File: src/rtl/ats21_cmd_sequencer.sv
// Two-client command front end for the ATS21 timer core: round-robin arbitration of
// same-target commands, two-beat 16-bit transfer, per-lane Ack/Nack response.
module ats21_cmd_sequencer #(
    parameter int RDY_TIMEOUT = 16,
    parameter int STAT_LAT    = 3,
    parameter int CNT_W       = 5
) (
    input  logic        clk,
    input  logic        reset,
    input  logic        a_cmd_valid,
    input  logic [31:0] a_cmd_data,
    output logic        a_cmd_ready,
    output logic        a_rsp_valid,
    output logic        a_rsp_ack,
    output logic        a_rsp_err,
    input  logic        b_cmd_valid,
    input  logic [31:0] b_cmd_data,
    output logic        b_cmd_ready,
    output logic        b_rsp_valid,
    output logic        b_rsp_ack,
    output logic        b_rsp_err,
    output logic        ats_req,
    input  logic        ats_ready,
    output logic [15:0] ats_ctrlA,
    output logic [15:0] ats_ctrlB,
    input  logic        ats_statA,
    input  logic        ats_statB,
    output logic        busy
);

    typedef enum logic [2:0] {
        IDLE,
        REQ,
        WAIT_RDY,
        HI,
        LO,
        STAT,
        RESP
    } state_t;

    typedef enum logic [1:0] {
        CLS_NONE,
        CLS_CLK,
        CLS_ALM,
        CLS_MODE
    } cls_t;

    function automatic cls_t cmd_class(input logic [31:0] cmd);
        cls_t cls;
        case (cmd[31:29])
            3'b001, 3'b010:         cls = CLS_CLK;
            3'b101, 3'b110, 3'b111: cls = CLS_ALM;
            3'b011:                 cls = CLS_MODE;
            default:                cls = CLS_NONE;
        endcase
        return cls;
    endfunction

    // Two commands collide when they address the same clock, the same alarm, or both the mode register.
    function automatic logic cmd_conflict(input logic [31:0] cmd_a, input logic [31:0] cmd_b);
        cls_t cls_a;
        cls_t cls_b;
        logic hit;
        cls_a = cmd_class(cmd_a);
        cls_b = cmd_class(cmd_b);
        hit   = 1'b0;
        if (cls_a == cls_b) begin
            case (cls_a)
                CLS_CLK:  hit = (cmd_a[28:25] == cmd_b[28:25]);
                CLS_ALM:  hit = (cmd_a[28:24] == cmd_b[28:24]);
                CLS_MODE: hit = 1'b1;
                default:  hit = 1'b0;
            endcase
        end
        return hit;
    endfunction

    state_t             state, state_nxt;
    logic [CNT_W-1:0]   cnt, cnt_nxt;
    logic               rr_ptr, rr_nxt;
    logic [31:0]        cmd_a_q, cmd_a_nxt;
    logic [31:0]        cmd_b_q, cmd_b_nxt;
    logic               gnt_a, gnt_a_nxt;
    logic               gnt_b, gnt_b_nxt;

    logic               a_cmd_ready_nxt, a_rsp_valid_nxt, a_rsp_ack_nxt, a_rsp_err_nxt;
    logic               b_cmd_ready_nxt, b_rsp_valid_nxt, b_rsp_ack_nxt, b_rsp_err_nxt;
    logic               ats_req_nxt;
    logic [15:0]        ats_ctrlA_nxt, ats_ctrlB_nxt;
    logic               busy_nxt;

    logic               conflict;
    logic               take_a, take_b;

    // rr_ptr = 0 favours lane A, 1 favours lane B
    assign conflict = a_cmd_valid && b_cmd_valid && cmd_conflict(a_cmd_data, b_cmd_data);
    assign take_a   = a_cmd_valid && (!conflict || !rr_ptr);
    assign take_b   = b_cmd_valid && (!conflict ||  rr_ptr);

    always_comb begin
        state_nxt       = state;
        cnt_nxt         = cnt;
        rr_nxt          = rr_ptr;
        cmd_a_nxt       = cmd_a_q;
        cmd_b_nxt       = cmd_b_q;
        gnt_a_nxt       = gnt_a;
        gnt_b_nxt       = gnt_b;
        a_cmd_ready_nxt = 1'b0;
        a_rsp_valid_nxt = 1'b0;
        a_rsp_ack_nxt   = 1'b0;
        a_rsp_err_nxt   = 1'b0;
        b_cmd_ready_nxt = 1'b0;
        b_rsp_valid_nxt = 1'b0;
        b_rsp_ack_nxt   = 1'b0;
        b_rsp_err_nxt   = 1'b0;
        ats_req_nxt     = 1'b0;
        ats_ctrlA_nxt   = 16'h0000;
        ats_ctrlB_nxt   = 16'h0000;

        case (state)
            IDLE: begin
                if (a_cmd_valid || b_cmd_valid) begin
                    gnt_a_nxt       = take_a;
                    gnt_b_nxt       = take_b;
                    cmd_a_nxt       = take_a ? a_cmd_data : 32'h0000_0000;
                    cmd_b_nxt       = take_b ? b_cmd_data : 32'h0000_0000;
                    a_cmd_ready_nxt = take_a;
                    b_cmd_ready_nxt = take_b;
                    if (conflict) begin
                        rr_nxt = ~rr_ptr;
                    end
                    ats_req_nxt = 1'b1;
                    state_nxt   = REQ;
                end
            end

            REQ: begin
                cnt_nxt   = '0;
                state_nxt = WAIT_RDY;
            end

            WAIT_RDY: begin
                if (ats_ready) begin
                    ats_ctrlA_nxt = cmd_a_q[31:16];
                    ats_ctrlB_nxt = cmd_b_q[31:16];
                    state_nxt     = HI;
                end else if (cnt == CNT_W'(RDY_TIMEOUT - 1)) begin
                    // Core never answered: abort and report an error on every granted lane.
                    a_rsp_valid_nxt = gnt_a;
                    a_rsp_err_nxt   = gnt_a;
                    b_rsp_valid_nxt = gnt_b;
                    b_rsp_err_nxt   = gnt_b;
                    state_nxt       = RESP;
                end else begin
                    cnt_nxt = cnt + CNT_W'(1);
                end
            end

            HI: begin
                ats_ctrlA_nxt = cmd_a_q[15:0];
                ats_ctrlB_nxt = cmd_b_q[15:0];
                state_nxt     = LO;
            end

            LO: begin
                cnt_nxt   = '0;
                state_nxt = STAT;
            end

            STAT: begin
                if (cnt == CNT_W'(STAT_LAT)) begin
                    a_rsp_valid_nxt = gnt_a;
                    a_rsp_ack_nxt   = gnt_a & ats_statA;
                    b_rsp_valid_nxt = gnt_b;
                    b_rsp_ack_nxt   = gnt_b & ats_statB;
                    state_nxt       = RESP;
                end else begin
                    cnt_nxt = cnt + CNT_W'(1);
                end
            end

            RESP: begin
                gnt_a_nxt = 1'b0;
                gnt_b_nxt = 1'b0;
                state_nxt = IDLE;
            end

            default: begin
                state_nxt = IDLE;
            end
        endcase

        busy_nxt = (state_nxt != IDLE);
    end

    // Every output is a flop loaded from the next-state decode, so it lines up with the state it belongs to.
    always_ff @(posedge clk) begin
        if (reset) begin
            state       <= IDLE;
            cnt         <= '0;
            rr_ptr      <= 1'b0;
            cmd_a_q     <= 32'h0000_0000;
            cmd_b_q     <= 32'h0000_0000;
            gnt_a       <= 1'b0;
            gnt_b       <= 1'b0;
            a_cmd_ready <= 1'b0;
            a_rsp_valid <= 1'b0;
            a_rsp_ack   <= 1'b0;
            a_rsp_err   <= 1'b0;
            b_cmd_ready <= 1'b0;
            b_rsp_valid <= 1'b0;
            b_rsp_ack   <= 1'b0;
            b_rsp_err   <= 1'b0;
            ats_req     <= 1'b0;
            ats_ctrlA   <= 16'h0000;
            ats_ctrlB   <= 16'h0000;
            busy        <= 1'b0;
        end else begin
            state       <= state_nxt;
            cnt         <= cnt_nxt;
            rr_ptr      <= rr_nxt;
            cmd_a_q     <= cmd_a_nxt;
            cmd_b_q     <= cmd_b_nxt;
            gnt_a       <= gnt_a_nxt;
            gnt_b       <= gnt_b_nxt;
            a_cmd_ready <= a_cmd_ready_nxt;
            a_rsp_valid <= a_rsp_valid_nxt;
            a_rsp_ack   <= a_rsp_ack_nxt;
            a_rsp_err   <= a_rsp_err_nxt;
            b_cmd_ready <= b_cmd_ready_nxt;
            b_rsp_valid <= b_rsp_valid_nxt;
            b_rsp_ack   <= b_rsp_ack_nxt;
            b_rsp_err   <= b_rsp_err_nxt;
            ats_req     <= ats_req_nxt;
            ats_ctrlA   <= ats_ctrlA_nxt;
            ats_ctrlB   <= ats_ctrlB_nxt;
            busy        <= busy_nxt;
        end
    end

endmodule

File: config.mk
export PLATFORM = sky130hd
export DESIGN_NAME = ats21_cmd_sequencer
export DESIGN_NICKNAME = d
export VERILOG_FILES = /design/src/rtl/ats21_cmd_sequencer.sv
export SDC_FILE = /design/constraint.sdc
export NUM_CORES = 1
export LEC_CHECK = 0
export BUFFER_PORTS_ARGS = -buffer_cell sky130_fd_sc_hd__clkbuf_2
export CAP_MARGIN = 20
export CELL_PAD_IN_SITES_DETAIL_PLACEMENT = 0
export CELL_PAD_IN_SITES_GLOBAL_PLACEMENT = 2
export CORE_ASPECT_RATIO = 1.25
export CORE_UTILIZATION = 32
export CTS_CLUSTER_SIZE = 20
export DETAILED_ROUTE_END_ITERATION = 6
export HOLD_SLACK_MARGIN = 0.05
export PLACE_DENSITY = 0.88
export SETUP_SLACK_MARGIN = 0.4
export SYNTH_ARGS = -nofsm -noshare
export SYNTH_HDL_FRONTEND = slang
export SYNTH_SLANG_ARGS = --single-unit
File: constraint.sdc
create_clock -name clk -period 2.42 [get_ports clk]
set_input_delay 0.484 -clock clk [delete_from_list [all_inputs] [get_ports clk]]
set_output_delay 0.484 -clock clk [all_outputs]
set_load 0.1 [all_outputs]
==> results.md, run 1 <==
* Outcome: finished, final reports clean
* Power share of the combinational group at roughly 14%
* Fin. Hold Viols at 0
* Max FO, Critical Path at 17
* Leakage at 2.40 nW
* Synth cell types at 39
* Synth Flop Type: dfxtp_1
* Crit-path max cell delay at 0.43 ns
* Hold WS at approximately 0.30 ns
* Commonest non-fill, non-tap cell in the layout: dfxtp_1
* Remaining global-route overflow at 0
* Root buf cell: clkbuf_16
* Least-Margin Pin Slew at between 0.5 and 0.6 ns
* Port bufs at 112
* Critical-path top delay cell: or3_4
* Initial antenna violation count at 0
* Wirelength per Cell at between 15 and 20 um
* Sequential share of power at between 30% and 40%
* Critical path class: register to register
* Ant. Diodes at 0
* Total CTS buffers at 17
* CP Data Required Time at 2.76 ns
* First-pass GRT wire length at about 19000 um
* CP Cell Sequence: or3_4 > or3_1 > inv_2 > o211a_4 > clkbuf_16 > a22o_1
* Nets at about 620
* Area delta synth->final at 34.7%
* Starting Density at around 33%
* Vias in the first global route at between 3000 and 4000
* Layout Cells excl Fill at between 700 and 800
* Syn_nets at 515
* Switching Share at 25.2%
* Worst Reg2Reg Path Length in Cells at 6
* Final Setup Violations at 0
* Power Density at 1010 nW/um^2
* Fillers at approximately 1300
* R2r startpoint: state[1]$_SDFF_PP0_
* Most frequent cells in the layout: dfxtp_1 (116), clkbuf_2 (112), nor2_1 (76), a211oi_1 (34), a22o_1 (33)
* Syn avg cell area at roughly 9.9 um^2
* Slack of the critical path at ~0.5 ns
* Placed cell count at 698
* Clk buf depth at 2
* Via count at ~3700
* Placement row count at 47
* Setup_tns at 0 ns
* Max VDD drop at around 0.00055 V
* TritonCTS clock tree: yes
* Synth Register Bits at 117
* Die Span X at ~110 um
* Post-Syn Area at roughly 4400 um^2
* Pint at ~4.5 mW
* HPWL Detailed at 7750 um
* Fin crit share at 79.5%
* Post-place setup slack at around 0.18 ns
* Total GRT Usage at between 10% and 20%
* RSZ-0062 raised after global routing: false
* Fin. max-slew vios at 0
* Chip height at between 100 and 150 um
* Clock power share at 48.1%
* Crit end category: register
* Data arrival, critical path at between 2 and 2.5 ns
* DR vias/cell at between 5 and 6
* Max-Cap Viols at 0
* Fin crit period at roughly 1.9 ns
* CTS Sinks at ~120
* H-tree levels at 4
* Worst-case hold path end point: cmd_a_q[2]$_SDFFE_PP0P_
* R2R Setup Slk at 0.50 ns
* CP startpoint kind: register
* Detail Route Antenna Nets at 0
* WL final at about 12000 um
* TritonRoute pass-1 iters at 4
* FMAX at ~520 MHz
* Clk_lat worst skew at 0.41 ns
* Hold crit path type: input pin to register
* R2R Path End: cmd_a_q[28]$_SDFFE_PP0P_
* Die area at ~14000 um^2
* Final Core Density at around 44%
* Share of layout cells above drive strength 1 at between 30 and 40%
* Drt drc at 0
* Slew margin rel. at roughly 62%
* Reg clk slew, reported paths at around 0.050 ns
* GP Congestion at between 0.7 and 0.8
* Post-synth EDFFs at 0
* Io pins at between 100 and 150
* Initial drt markers at 223
* Clock skew at ~0.007 ns
* Min-delay src: a_cmd_data[2]
* Largest net degree at the start of global routing at 65
* WHS Path Cells at 2
* Post-synthesis async set-or-reset flop share at 0%
* Net switching power at ~1.5 mW
* Register area share after synthesis at between 50% and 60%
* Core area at between 10000 and 15000 um^2
* Synth Warn # at 0
* Syn Inst Count at about 440
[repair_timing]
| item | in CTS | in global routing |
|---|---|---|
| hold buffers | 0 | 0 |
| pin swaps | 0 | 1 |
| gates resized for setup | 2 | 3 |
| setup endpoints to repair | 33 | 35 |
| setup buffers | 0 | 3 |
| gates cloned | 0 | 1 |
[area by class of cell]
type | instances | area, um^2 | area share (%)
clock inverters | 7 | 164 | 2.79
multi-input cells | 277 | 1870 | 31.8
flip-flops and latches | 117 | 2340 | 39.8
well taps | 171 | 214 | 3.64
inverters | 6 | 22.5 | 0.383
clock buffers | 24 | 522 | 8.87
repair buffers | 131 | 746 | 12.7
[worst max-delay path by stage]
stage                              startpoint                  endpoint  slack [ns]  depth (start not counted)
after detailed placement       a_cmd_data[25]       rr_ptr$_SDFFE_PP0P_        0.18                          7
after floorplan                a_cmd_data[25]  cmd_a_q[10]$_SDFFE_PP0P_        0.37                          7
after global routing      cnt[0]$_SDFFE_PP0P_           busy$_SDFF_PP0_        0.43                          7
after global placement         a_cmd_data[25]       rr_ptr$_SDFFE_PP0P_        0.20                          7
final                     state[1]$_SDFF_PP0_  cmd_a_q[28]$_SDFFE_PP0P_        0.50                          6
after CTS                 state[0]$_SDFF_PP0_   cmd_a_q[7]$_SDFFE_PP0P_        0.43                          6
[metal layers]
layer  global-route usage [%]  vias up  part of all wire, %
li1                         -     1846                    -
met2                     26.9      110                   47
met4                     6.01        0                  1.9
met1                     22.3     1743                   47
met5                        0        -                    0
met3                     5.02       15                  4.7
[through the flow]
stage               total power, mW  instance area (um^2)
CTS                            5.97                  5820
global placement               3.08                  5130
detailed placement             3.10                  5130
global route                   6.19                  5880
finish                         5.96                  5880
floorplan                      2.85                  4390
[sequential cells by signal (all words and copies together), names as in the netlist]
register,cells
cnt,5
a_rsp_err,1
ats_ctrlA,16
b_rsp_err,1
rr_ptr,1
b_cmd_ready,1
cmd_b_q,32
cmd_a_q,32
a_rsp_ack,1
state,3
a_cmd_ready,1
ats_req,1
a_rsp_valid,1
gnt_b,1
b_rsp_valid,1
ats_ctrlB,16
gnt_a,1
busy,1
b_rsp_ack,1
[kinds of logic (layout without fill, tap and decap cells)]
logic type / count (synthesis) / count (layout) / synth area share (%)
buffers and inverters: 48 / 168 / 4.87
flip-flops: 117 / 117 / 53.7
AND/OR/NAND/NOR: 111 / 111 / 11.3
AO/OA/AOI/OAI: 155 / 155 / 27.8
adder cells (fa/ha/maj): 2 / 2 / 0.573
XOR/XNOR: 9 / 9 / 1.81
[power by group through the flow]
stage | Combinational [mW] | Clock [mW] | Sequential (mW)
after floorplan | 0.521 | 0 | 2.33
after global placement | 0.811 | 0 | 2.27
after detailed placement | 0.831 | 0 | 2.27
after CTS | 0.841 | 2.90 | 2.24
after global routing | 0.945 | 2.98 | 2.26
final | 0.854 | 2.86 | 2.24
[critical path, delay by kind of cell (launching register included)]
family                 cells  cell delay, ns
and+or+nand+nor            2            0.82
DFF                        1            0.39
AOI/OAI and AO/OA          2            0.35
buffers and inverters      2            0.29
[cells in the mapped netlist (2+ instances only)]
cell      number  area [um^2]
buf_6          3         33.8
clkbuf_1      28          105
dfxtp_1      117         2340
a22oi_1       32          240
or3_1          6         37.5
a21oi_1        8         40.0
buf_2          5         25.0
nand2b_1       3         18.8
nand2_1        6         22.5
ha_1           2         25.0
nor2b_1        3         18.8
and3_1         3         18.8
inv_1          6         22.5
nand4_1        2         12.5
nor2_1        79          297
o211ai_1      32          240
a211oi_1      34          255
a22o_1        33          289
a21o_1         3         22.5
nor3b_1        2         15.0
o21ai_1        5         25.0
buf_1          5         18.8
nor3_1         2         10.0
xor2_1         8         70.1
(Power assumes the default switching activity.)
==> inputs of run 2 (changes only) <==
- clock period: 2.42 -> 1.95 ns (I/O delays scaled with it)
==> results.md, run 2 (synthesis gave the netlist of run 1 again) <==
* Die area at 14100 um^2 (unchanged)
* R2r startpoint: state[0]$_SDFF_PP0_ (was state[1]$_SDFF_PP0_)
* Critical path class: register to register (unchanged)
* Clock skew at 0.00954 ns (was 0.00709 ns)
* Via count at 3895 (was 3714)
* Top Registers: cmd_a_q x32, cmd_b_q x32 (unchanged)
* Data arrival, critical path at 2.13 ns (was 2.27 ns)
* Ant. Diodes at 0 (unchanged)
* Top cell by count, worst path: or3_4
* Wirelength per Cell at 16.5 um (was 16.1 um)
* TritonRoute pass-1 iters at 4 (unchanged)
* Vias in the first global route at 3992 (was 3708)
* Min-delay src: a_cmd_data[3] (was a_cmd_data[2])
* Core area at 13300 um^2 (unchanged)
* First-pass GRT wire length at 20100 um (was 18800 um)
* WHS Path Cells at 2 (unchanged)
* R2R Setup Slk at 0.18 ns (was 0.50 ns)
* Layout Cells excl Fill at 760 (was 733)
* Nets at 649 (was 623)
* Crit end category: register (unchanged)
* Fin. Hold Viols at 0 (unchanged)
* Total GRT Usage at 18.4% (was 17.1%)
* WL final at 12500 um (was 11800 um)
* Fillers at 1275 (was 1301)
* CP startpoint kind: register (unchanged)
* CP Cell Sequence: or3_4 > or3_4 > inv_4 > o211a_4 > buf_16 > a22o_1 (was or3_4 > or3_1 > inv_2 > o211a_4 > clkbuf_16 > a22o_1)
* Outcome: finished, final reports clean (unchanged)
* Root buf cell: clkbuf_16 (unchanged)
* RSZ-0062 raised after global routing: true (was false)
* Area delta synth->final at 45.6% (was 34.7%)
* Reg clk slew, reported paths at 0.06 ns (was 0.05 ns)
* Remaining global-route overflow at 0 (unchanged)
* R2R Path End: cmd_a_q[14]$_SDFFE_PP0P_ (was cmd_a_q[28]$_SDFFE_PP0P_)
* Starting Density at 32.8% (unchanged)
* Chip height at 133 um (unchanged)
* Fin. max-slew vios at 0 (unchanged)
* H-tree levels at 4 (unchanged)
* Clk_lat worst skew at 0.41 ns (about the same)
* Placed cell count at 710 (was 698)
* Fin crit share at 90.8% (was 79.5%)
* Clk buf depth at 2 (unchanged)
* Port bufs at 112 (unchanged)
* Largest net degree at the start of global routing at 34 (was 65)
* Io pins at 113 (unchanged)
* Slew margin rel. at 43.7% (was 62.3%)
* Least-Margin Pin Slew at 0.844 ns (was 0.568 ns)
* CP Data Required Time at 2.31 ns (was 2.76 ns)
* Critical-path top delay cell: or3_4 (unchanged)
* HPWL Detailed at 8070 um (was 7750 um)
* Max-Cap Viols at 0 (unchanged)
* Slack of the critical path at 0.179 ns (was 0.497 ns)
* Setup_tns at 0 ns (unchanged)
* Final Setup Violations at 0 (unchanged)
* Share of layout cells above drive strength 1 at 36.3% (was 31.0%)
* Die Span X at 106 um (unchanged)
* Fin crit period at 1.77 ns (was 1.92 ns)
* Hold crit path type: input pin to register (unchanged)
* Max VDD drop at 0.000622 V (was 0.000554 V)
* Most frequent cells in the layout: dfxtp_1 (114), nor2_1 (76), clkbuf_2 (69), clkbuf_4 (42) (was dfxtp_1 (116), clkbuf_2 (112), nor2_1 (76), a211oi_1 (34), a22o_1 (33))
* Crit-path max cell delay at 0.41 ns (was 0.43 ns)
* Drt drc at 0 (unchanged)
* TritonCTS clock tree: yes (unchanged)
* Placement row count at 47 (unchanged)
* Initial drt markers at 165 (was 223)
* CTS Hold Bufs at 0 (unchanged)
* Power Density at 1130 nW/um^2 (was 1010 nW/um^2)
* CTS Sinks at 117 (unchanged)
* FMAX at 565 MHz (was 520 MHz)
* Commonest non-fill, non-tap cell in the layout: dfxtp_1 (unchanged)
* Post-place setup slack at -0.220 ns (was 0.178 ns)
* Max FO, Critical Path at 17 (unchanged)
* Worst Reg2Reg Path Length in Cells at 6 (unchanged)
* Initial antenna violation count at 0 (unchanged)
* DR vias/cell at 5.13 (was 5.07)
* Worst-case hold path end point: cmd_a_q[3]$_SDFFE_PP0P_ (was cmd_a_q[2]$_SDFFE_PP0P_)
* Detail Route Antenna Nets at 0 (unchanged)
* GP Congestion at 0.819 (was 0.748)
* Leakage at 2.55 nW (was 2.40 nW)
* Total CTS buffers at 17 (unchanged)
==> run 2: cell type report <==
cell class / count / area, um^2 / area share, %
flip-flops and latches: 117 / 2350 / 37.0
multi-input cells: 277 / 1950 / 30.6
repair buffers: 157 / 1250 / 19.6
clock buffers: 17 / 425 / 6.69
well taps: 171 / 214 / 3.37
clock inverters: 15 / 148 / 2.32
inverters: 6 / 25.0 / 0.394
==> run 2: metal layers <==
metal  global-route usage [%]  routed length, um  vias up
met5                        0                  0        -
met1                     21.3               5110     1819
met4                     7.46                347        0
met3                     4.73                613       30
li1                         -                  -     1911
met2                     32.1               6430      135
==> run 2: what timing repair did <==
action | 4_1_cts | 5_1_grt
setup endpoints to repair | 148 | 109
hold endpoints to repair | 0 | 0
pin swaps | 10 | 3
gates resized for setup | 74 | 6
gates cloned | 5 | 1
setup buffers | 9 | 3
==> run 2: worst max-delay path, delay by kind of cell (launching register included) <==
kind / cells / cell delay (ns)
AND/OR/NAND/NOR: 2 / 0.78
AO/OA/AOI/OAI: 2 / 0.37
flip-flops: 1 / 0.32
buffers and inverters: 2 / 0.24
==> run 2: how the worst max path moves through the flow <==
stage	start	end	slack (ns)	cells past startpoint
2_1_floorplan	a_cmd_data[25]	cmd_a_q[10]$_SDFFE_PP0P_	-0.002	7
3_3_place_gp	a_cmd_data[25]	cmd_a_q[3]$_SDFFE_PP0P_	-0.18	7
3_5_place_dp	a_cmd_data[25]	cmd_a_q[1]$_SDFFE_PP0P_	-0.22	7
4_1_cts	state[0]$_SDFF_PP0_	cmd_a_q[15]$_SDFFE_PP0P_	0.18	6
5_1_grt	state[0]$_SDFF_PP0_	cmd_a_q[28]$_SDFFE_PP0P_	0.13	6
6_report	state[0]$_SDFF_PP0_	cmd_a_q[14]$_SDFFE_PP0P_	0.18	6
==> run 2: stage by stage <==
step	power [mW]	hold slack [ns]	cell area (um^2)	utilization (%)
3_5_place_dp	3.89	0.459	5270	39.6
6_report	7.16	0.202	6350	47.8
3_3_place_gp	3.85	0.456	5250	39.5
5_1_grt	7.44	0.188	6350	47.8
4_1_cts	7.15	0.185	6290	47.3
2_1_floorplan	3.56	0.443	4440	-
==> run 2: power breakdown <==
| part | leakage (nW) | total, mW | internal (mW) | switching, mW |
|---|---|---|---|---|
| registers | 0.956 | 2.76 | 2.63 | 0.130 |
| logic | 1.32 | 1.40 | 0.629 | 0.773 |
| clock network | 0.273 | 2.99 | 1.78 | 1.21 |
| total | 2.55 | 7.16 | 5.04 | 2.11 |
==> inputs of run 3 (changes only) <==
- BUFFER_PORTS_ARGS: -buffer_cell sky130_fd_sc_hd__clkbuf_2 -> -buffer_cell sky130_fd_sc_hd__buf_2
==> results.md, run 3 (synthesis gave the netlist of run 1 again) <==
* Clk_lat worst skew at 0.41 ns (about the same)
* Drt drc at 0 (unchanged)
* Remaining global-route overflow at 0 (unchanged)
* Final Core Density at 51.2% (was 47.8%)
* Total CTS buffers at 17 (unchanged)
* Share of layout cells above drive strength 1 at 40.9% (was 36.3%)
* Max VDD drop at 0.000554 V (was 0.000622 V)
* CP Data Required Time at 2.31 ns (about the same)
* Fin. max-slew vios at 0 (unchanged)
* Power Density at 1130 nW/um^2 (about the same)
* Initial drt markers at 191 (was 165)
* Clock power share at 40.0% (was 41.8%)
* Final Setup Violations at 0 (unchanged)
* Ant. Diodes at 0 (unchanged)
* Net switching power at 2.31 mW (was 2.11 mW)
* Data arrival, critical path at 2.11 ns (was 2.13 ns)
* Least-Margin Pin Slew at 0.510 ns (was 0.844 ns)
* Min-delay src: a_cmd_data[0] (was a_cmd_data[3])
* Total GRT Usage at 19.3% (was 18.4%)
* Max FO, Critical Path at 8 (was 17)
* FMAX at 571 MHz (was 565 MHz)
* Core area at 13300 um^2 (unchanged)
* TritonRoute pass-1 iters at 4 (unchanged)
* Critical-path top delay cell: or3_4 (unchanged)
* Fin crit share at 89.9% (was 90.8%)
* CTS Sinks at 117 (unchanged)
* Switching Share at 29.9% (was 29.5%)
* Top cell by count, worst path: or3_4 (unchanged)
* Gr busiest metal: met2 (unchanged)
* Area delta synth->final at 56.0% (was 45.6%)
* Power share of the combinational group at 24.1% (was 19.6%)
* Port bufs at 112 (unchanged)
* Crit end category: register (unchanged)
* Final Cell Area at 6810 um^2 (was 6350 um^2)
* Die area at 14100 um^2 (unchanged)
* Starting Density at 32.8% (unchanged)
* Largest net degree at the start of global routing at 42 (was 34)
* Fin. Hold Viols at 0 (unchanged)
* R2r startpoint: state[0]$_SDFF_PP0_ (unchanged)
* Vias in the first global route at 4114 (was 3992)
* First-pass GRT wire length at 21000 um (was 20100 um)
* R2R Path End: cmd_a_q[3]$_SDFFE_PP0P_ (was cmd_a_q[14]$_SDFFE_PP0P_)
* Clock skew at 0.00788 ns (was 0.00954 ns)
* Chip height at 133 um (unchanged)
* H-tree levels at 4 (unchanged)
* Sequential share of power at 35.9% (was 38.6%)
* Fin crit period at 1.75 ns (was 1.77 ns)
* Commonest non-fill, non-tap cell in the layout: dfxtp_1 (unchanged)
* HPWL Detailed at 7920 um (was 8070 um)
* Met1 GRT Util at 23.1% (was 21.3%)
* Worst Reg2Reg Path Length in Cells at 6 (unchanged)
* Io pins at 113 (unchanged)
* Root buf cell: clkbuf_16 (unchanged)
* Worst-case hold path end point: cmd_a_q[0]$_SDFFE_PP0P_ (was cmd_a_q[3]$_SDFFE_PP0P_)
* Leakage at 2.75 nW (was 2.55 nW)
* Die Span X at 106 um (unchanged)
* Reg clk slew, reported paths at 0.06 ns (about the same)
* R2R Setup Slk at 0.20 ns (was 0.18 ns)
* Dpl cell area at 5320 um^2 (was 5270 um^2)
* GP Congestion at 0.835 (was 0.819)
* DR vias/cell at 5.16 (was 5.13)
* Routing usage on met2 at 32.8% (was 32.1%)
* Clk buf depth at 2 (unchanged)
* Hold crit path type: input pin to register (unchanged)
* Placement row count at 47 (unchanged)
* Wirelength per Cell at 17.3 um (was 16.5 um)
* TritonCTS clock tree: yes (unchanged)
* Initial antenna violation count at 0 (unchanged)
* Via count at 4012 (was 3895)
* Most frequent cells in the layout: dfxtp_1 (112), nor2_1 (76), buf_2 (71), buf_4 (40), a22o_1 (33) (was dfxtp_1 (114), nor2_1 (76), clkbuf_2 (69), clkbuf_4 (42))
* CP Cell Sequence: or3_4 > or3_4 > inv_4 > o211a_4 > clkbuf_16 > a22o_1 (was or3_4 > or3_4 > inv_4 > o211a_4 > buf_16 > a22o_1)
* Crit-path max cell delay at 0.39 ns (was 0.41 ns)
* Slew margin rel. at 66.0% (was 43.7%)
* CP startpoint kind: register (unchanged)
* Top Registers: cmd_a_q x32, cmd_b_q x32 (unchanged)
* Critical path class: register to register (unchanged)
* Met3 Usage GRT at 4.29% (was 4.73%)
* WL final at 13500 um (was 12500 um)
* Pint at 5.41 mW (was 5.04 mW)
* Outcome: finished, final reports clean (unchanged)
* Max-Cap Viols at 0 (unchanged)
* WHS Path Cells at 2 (unchanged)
* RSZ-0062 raised after global routing: true (unchanged)
* Nets at 667 (was 649)
* Detail Route Antenna Nets at 0 (unchanged)
## run 3: what timing repair did
action | in CTS | in global routing
resized for setup | 68 | 43
gates cloned | 9 | 5
hold buffers | 0 | 0
pin swaps | 26 | 12
buffers inserted | 18 | 3
setup endpoints to repair | 119 | 135
## run 3: worst max path at each step
stage / end / slack, ns / from
5_1_grt: cmd_a_q[26]$_SDFFE_PP0P_ / 0.17 / state[0]$_SDFF_PP0_
2_1_floorplan: cmd_a_q[10]$_SDFFE_PP0P_ / -0.002 / a_cmd_data[25]
4_1_cts: cmd_a_q[10]$_SDFFE_PP0P_ / 0.23 / state[0]$_SDFF_PP0_
3_3_place_gp: cmd_b_q[2]$_SDFFE_PP0P_ / -0.13 / a_cmd_data[25]
3_5_place_dp: cmd_a_q[1]$_SDFFE_PP0P_ / -0.15 / a_cmd_data[25]
6_report: cmd_a_q[3]$_SDFFE_PP0P_ / 0.20 / state[0]$_SDFF_PP0_
## run 3: worst max-delay path: cells and delay by family, from the launching register on
family | cells | cell delay [ns]
flip-flops | 1 | 0.32
AND/OR/NAND/NOR | 2 | 0.76
AO/OA/AOI/OAI | 2 | 0.36
buffers and inverters | 2 | 0.26
## run 3: metal layers
metal,wire [um],share of wire [%],vias to the layer above
li1,-,-,1941
met1,5620,42,1934
met2,6990,52,116
met3,575,4.3,21
met4,296,2.2,0
met5,0,0,-
## run 3: cell type report
class,count,area (um^2)
well taps,171,214
repair buffers,175,1590
fillers,1232,6480
clock buffers,17,425
inverters,6,25.0
clock inverters,15,161
multi-input cells,277,2040
flip-flops and latches,117,2350
## run 3: power by group through the flow
stage,clock [mW],sequential [mW],combinational [mW]
2_1_floorplan,0,2.90,0.661
3_3_place_gp,0,2.80,1.08
3_5_place_dp,0,2.81,1.09
4_1_cts,3.13,2.76,1.69
5_1_grt,3.24,2.79,1.99
6_report,3.09,2.77,1.86
## run 3: stage by stage
step / instances / setup slack (ns) / power (mW) / hold slack, ns / setup TNS (ns)
final: 778 / 0.197 / 7.72 / 0.198 / 0
after global routing: 778 / 0.168 / 8.02 / 0.184 / 0
after CTS: 770 / 0.227 / 7.58 / 0.180 / 0
after detailed placement: 711 / -0.147 / 3.90 / 0.458 / -6.25
after global placement: 711 / -0.130 / 3.88 / 0.455 / -5.91
after floorplan: 442 / -0.00248 / 3.56 / 0.443 / -0.0645
